[config.mk]
export PLATFORM = sky130hd
export DESIGN_NAME = axi_ar_arbiter
export DESIGN_NICKNAME = d
export VERILOG_FILES = /design/src/rtl/axi_pkg.sv /design/src/rtl/rr_arbiter.sv /design/src/rtl/axi_ar_arbiter.sv
export SDC_FILE = /design/constraint.sdc
export NUM_CORES = 1
export LEC_CHECK = 0
export BUFFER_PORTS_ARGS = -buffer_cell sky130_fd_sc_hd__buf_2
export CELL_PAD_IN_SITES_DETAIL_PLACEMENT = 0
export CELL_PAD_IN_SITES_GLOBAL_PLACEMENT = 1
export CORE_MARGIN = 1.5
export CORE_UTILIZATION = 32
export CTS_CLUSTER_SIZE = 25
export DETAILED_ROUTE_END_ITERATION = 10
export GPL_TIMING_DRIVEN = 0
export PLACE_DENSITY = 0.86
export SKIP_CTS_REPAIR_TIMING = 1
export SYNTH_ARGS = -nofsm -noshare
export SYNTH_HDL_FRONTEND = slang
export SYNTH_SLANG_ARGS = --single-unit
[constraint.sdc]
create_clock -name ACLK -period 3.8 [get_ports ACLK]
set_input_delay 0.76 -clock ACLK [delete_from_list [all_inputs] [get_ports ACLK]]
set_output_delay 0.76 -clock ACLK [all_outputs]
set_load 0.005 [all_outputs]
[src/rtl/axi_pkg.sv]
// Shared AXI definitions: channel field widths, the register-slice state
// encoding and small index helpers used by the arbiters.
package axi_pkg;

    localparam int unsigned AXI_PROT_WIDTH = 3;

    typedef enum logic {
        EMPTY = 1'b0,
        FULL  = 1'b1
    } slice_state_e;

    // Increment modulo n, wrapping n-1 back to 0.
    function automatic int unsigned mod_inc(input int unsigned val, input int unsigned n);
        if (val + 1 >= n) begin
            return '0;
        end
        return val + 1;
    endfunction

endpackage

[src/rtl/rr_arbiter.sv]
// Combinational round-robin selector: picks the first asserted request
// scanning from ptr upward, modulo N.
module rr_arbiter #(
    parameter int unsigned N         = 4,
    parameter int unsigned IDX_WIDTH = 2
) (
    input  logic [N-1:0]         req,
    input  logic [IDX_WIDTH-1:0] ptr,
    output logic [N-1:0]         grant,
    output logic [IDX_WIDTH-1:0] grant_idx,
    output logic                 any_req
);

    int unsigned idx;
    logic        found;

    assign any_req = |req;

    always_comb begin
        grant     = '0;
        grant_idx = '0;
        found     = 1'b0;
        idx       = '0;
        for (int unsigned off = 0; off < N; off++) begin
            idx = 32'(ptr) + off;
            if (idx >= N) begin
                idx = idx - N;
            end
            if (!found && req[idx]) begin
                found      = 1'b1;
                grant[idx] = 1'b1;
                grant_idx  = IDX_WIDTH'(idx);
            end
        end
    end

endmodule

[src/rtl/axi_ar_arbiter.sv]
// N:1 round-robin arbiter for the AXI AR channel with a single-entry
// registered output stage; back-to-back beats when downstream is ready.
module axi_ar_arbiter
    import axi_pkg::*;
#(
    parameter int unsigned NUM_MASTERS = 4,
    parameter int unsigned ADDR_WIDTH  = 32,
    parameter int unsigned IDX_WIDTH   = 2
) (
    input  logic                                ACLK,
    input  logic                                ARESETN,
    input  logic [NUM_MASTERS*ADDR_WIDTH-1:0]   S_AXI_ARADDR,
    input  logic [NUM_MASTERS*AXI_PROT_WIDTH-1:0] S_AXI_ARPROT,
    input  logic [NUM_MASTERS-1:0]              S_AXI_ARVALID,
    output logic [NUM_MASTERS-1:0]              S_AXI_ARREADY,
    output logic [ADDR_WIDTH-1:0]               M_AXI_ARADDR,
    output logic [AXI_PROT_WIDTH-1:0]           M_AXI_ARPROT,
    output logic                                M_AXI_ARVALID,
    input  logic                                M_AXI_ARREADY,
    output logic [IDX_WIDTH-1:0]                M_AXI_ARGRANT
);

    slice_state_e              state_q, state_d;
    logic [IDX_WIDTH-1:0]      ptr_q, ptr_d;
    logic [ADDR_WIDTH-1:0]     addr_q, addr_d;
    logic [AXI_PROT_WIDTH-1:0] prot_q, prot_d;
    logic [IDX_WIDTH-1:0]      gidx_q, gidx_d;

    logic [NUM_MASTERS-1:0]    grant;
    logic [IDX_WIDTH-1:0]      winner;
    logic                      any_req;
    logic                      free;
    logic                      accept;
    logic [ADDR_WIDTH-1:0]     sel_addr;
    logic [AXI_PROT_WIDTH-1:0] sel_prot;

    rr_arbiter #(
        .N         (NUM_MASTERS),
        .IDX_WIDTH (IDX_WIDTH)
    ) u_rr (
        .req       (S_AXI_ARVALID),
        .ptr       (ptr_q),
        .grant     (grant),
        .grant_idx (winner),
        .any_req   (any_req)
    );

    assign M_AXI_ARVALID = (state_q == FULL);
    assign M_AXI_ARADDR  = addr_q;
    assign M_AXI_ARPROT  = prot_q;
    assign M_AXI_ARGRANT = gidx_q;

    assign free          = (state_q == EMPTY) | (M_AXI_ARREADY & M_AXI_ARVALID);
    assign accept        = free & any_req;
    assign S_AXI_ARREADY = (accept && ARESETN) ? grant : '0;

    // One-hot AND-OR mux keeps the slice selection free of index arithmetic.
    always_comb begin
        sel_addr = '0;
        sel_prot = '0;
        for (int unsigned i = 0; i < NUM_MASTERS; i++) begin
            if (grant[i]) begin
                sel_addr = sel_addr | S_AXI_ARADDR[i*ADDR_WIDTH +: ADDR_WIDTH];
                sel_prot = sel_prot | S_AXI_ARPROT[i*AXI_PROT_WIDTH +: AXI_PROT_WIDTH];
            end
        end
    end

    always_comb begin
        state_d = state_q;
        ptr_d   = ptr_q;
        addr_d  = addr_q;
        prot_d  = prot_q;
        gidx_d  = gidx_q;
        if (accept) begin
            state_d = FULL;
            addr_d  = sel_addr;
            prot_d  = sel_prot;
            gidx_d  = winner;
            ptr_d   = IDX_WIDTH'(mod_inc(32'(winner), NUM_MASTERS));
        end else if (state_q == FULL && M_AXI_ARREADY) begin
            state_d = EMPTY;
        end
    end

    always_ff @(posedge ACLK) begin
        if (!ARESETN) begin
            state_q <= EMPTY;
            ptr_q   <= '0;
            addr_q  <= '0;
            prot_q  <= '0;
            gidx_q  <= '0;
        end else begin
            state_q <= state_d;
            ptr_q   <= ptr_d;
            addr_q  <= addr_d;
            prot_q  <= prot_d;
            gidx_q  <= gidx_d;
        end
    end

endmodule

==> impl_metrics.ini <==
[yosys]
synth_edf_count = 0
yosysUniqueCellTypes = 49
synth_area_leader_cell = dfxtp_1
synth_cells = 465
synth.most_common_cell = a22oi_1
yosysSeqAreaShare_pct = 21.65
syn-num-nets = 616
async_flop_share_pct = 0
yosys-top-cells-count = 56 x a22oi_1, 47 x a221oi_1, 46 x a21oi_1
syn-cell-area_um2 = 3699
ys_warn_count = 0
synth.top_cell.area_share_pct = 21.65
synth_flop_cell = dfxtp_1
synth.top_cells.by_area = dfxtp_1 22%, a22oi_1 11%, a221oi_1 11%, a21oi_1 6.2%, o21ai_0 5.8%
avgSynthCellArea_um2 = 7.954
ys_ff_latch = 40

[global_route]
antenna_found_initial = 0
grt_use_total_pct = 25.20
overflow = 0
grt_max_degree = 13
grt_pass1_vias = 5109
grt_pass1_wl_um = 25450

[route]
via_per_inst = 6.250
routed-via-count = 5106
finalWirelength_um = 16300
drc = 0
drtAntennaViolNets = 0
first_iter_violations = 545
first_pass_iters = 5
wire_per_inst_um = 19.95

[clock_tree]
cts_sinks = 40
cts_buffers = 5
cts_tree = done
cts_htree_levels = 2
clockRootBuffer = clkbuf_16
clock_latency_ps = 290
clock_path_buffers = 2
clk_pin_slew_ps = 70

[worst_hold_path]
min_to = M_AXI_ARVALID$_SDFFE_PN0P_
hp-start = M_AXI_ARVALID$_SDFFE_PN0P_
hold_path.class = flip-flop to flip-flop
worstHoldPathCells = 2

[setup_path]
required_ps = 3040
crit_fanout = 10
rrSetupSlack_ps = 610
rr_worst_depth = 11
start_kind = flip-flop
cp-end-kind = output port
r2r_end = M_AXI_ARADDR[1]$_SDFFE_PN0P_
worst-setup-path-type = flip-flop to output port
arrival_ps = 2930

[floorplanning]
ios = 189
dieArea_um2 = 12210
initial_core_util_pct = 32.67
core-area_um2 = 11320
die_h_um = 110.5
fp-row-count = 39
die_w_um = 110.5

[run_status]
status = complete, no violations

[finish]
n_fill_cell = 1191
fin_util_pct = 45.88
fin_nets = 824
multiInputGateArea_um2 = 2681
drive_above_1_share_pct = 39.32
areaGrowthSynthToFinish_pct = 40.43
seq_area_um2 = 804.5
antenna_cells = 0
final_area_um2 = 5194

[pwr]
power_density_nw_per_um2 = 735.1
total_power_mw = 3.818
power_leakage_nw = 2.207
irDropWorstVdd_mv = 0.2678

[timing]
worstMarginPinSlew_ps = 871.6
period_minus_slack_ps = 3691
fmax_ghz = 0.2709
setup_violations = 0
post-route-period-util_pct = 97.13
hold_viol = 0
rsz0062_at_grt = no
drv_slew = 0
relSlewSlack_pct = 41.58
fin_worst_skew_ps = 6.414

[placed_design]
dpl.hpwl_um = 11830
dpl_cell_area_um2 = 4818
gp_congestion = 0.8761
io_buffers = 188

[run]
maxCapViolCount = 0
## kinds of logic (layout without fill, tap and decap cells)
group / count (synthesis) / in the layout / synth area share [%]
AOI/OAI and AO/OA: 284 / 284 / 56.70
adders and majority gates: 4 / 4 / 1.353
buffers and inverters: 63 / 272 / 7.713
DFF: 40 / 40 / 21.65
muxes: 10 / 10 / 4.296
and+or+nand+nor: 64 / 64 / 8.289
## worst max-delay path by stage
stage	endpoint	depth (start not counted)	slack (ps)
5_1_grt	S_AXI_ARREADY[3]	11	10
4_1_cts	S_AXI_ARREADY[2]	12	-870
6_report	S_AXI_ARREADY[3]	11	110
2_1_floorplan	S_AXI_ARREADY[0]	10	320
3_5_place_dp	S_AXI_ARREADY[2]	12	-520
3_3_place_gp	S_AXI_ARREADY[2]	12	-440
## where the power goes
group          internal [mW]  switching (mW)  total (mW)
registers              0.573          0.0823       0.655
logic                   1.15            1.47        2.62
clock network          0.347           0.196       0.543
total                   2.07            1.74        3.82
## layer usage
metal	vias up	part of all wire, %	wire (µm)	GRT usage (%)
met3	35	9.7	1583	6.367
met1	2416	40	6473	30.59
met4	0	2.1	340	9.487
met2	316	48	7900	42.84
li1	2339	-	-	-
met5	-	0	0	0
## metrics by stage
step	setup slack (ps)	std cells	hold WS (ps)	setup TNS (ps)
after detailed placement	-517.1	796	504.3	-995.0
after CTS	-867.8	804	514.1	-2373
after global routing	11.32	817	523.4	0
final	109.1	817	508.1	0
after floorplan	319.0	465	483.0	0
after global placement	-435.0	796	479.2	-824.7
## cells in the final DEF (no fill, tap or decap), types with 5 or more instances in the layout
cell type  Yosys  layout
nor2b_1        7       7
buf_2         12     199
a22oi_1       56      56
a221oi_1      47      47
buf_4          3      16
a31oi_1       16      16
a22o_1        21      21
a221oi_2       9       9
dfxtp_1       40      39
nor2_1        10       9
o221ai_1      21      21
nand2_1       32      32
o21ai_1        9       9
a21oi_1       46      45
o21ai_0       43      43
clkbuf_1      39      38
clkbuf_16      0       5
## registers in the layout (all words and copies together) (netlist names), named ones only
| signal | count |
|---|---|
| M_AXI_ARADDR | 32 |
| M_AXI_ARGRANT | 2 |
| M_AXI_ARPROT | 3 |
| M_AXI_ARVALID | 1 |
| ptr_q | 1 |
## final cells by class
type	instances	share of cell area [%]
timing repair buffer	204	20.43
clock buffer	7	2.939
multi-input combinational	362	51.63
buffer	54	4.987
tap	143	3.445
clock inverter	1	0.5782
inverter	6	0.5059
sequential	40	15.49
## worst max-delay path, stage by stage, from the launching register on
cell	delay [ps]
dfxtp_4	400
buf_12	120
clkinvlp_4	160
ha_4	360
mux4_2	540
buf_6	160
a32o_2	260
a21o_4	190
buf_6	150
a21oi_1	120
nor2_1	50
buf_2	130
No activity file was read; power rests on OpenSTA's default activity.
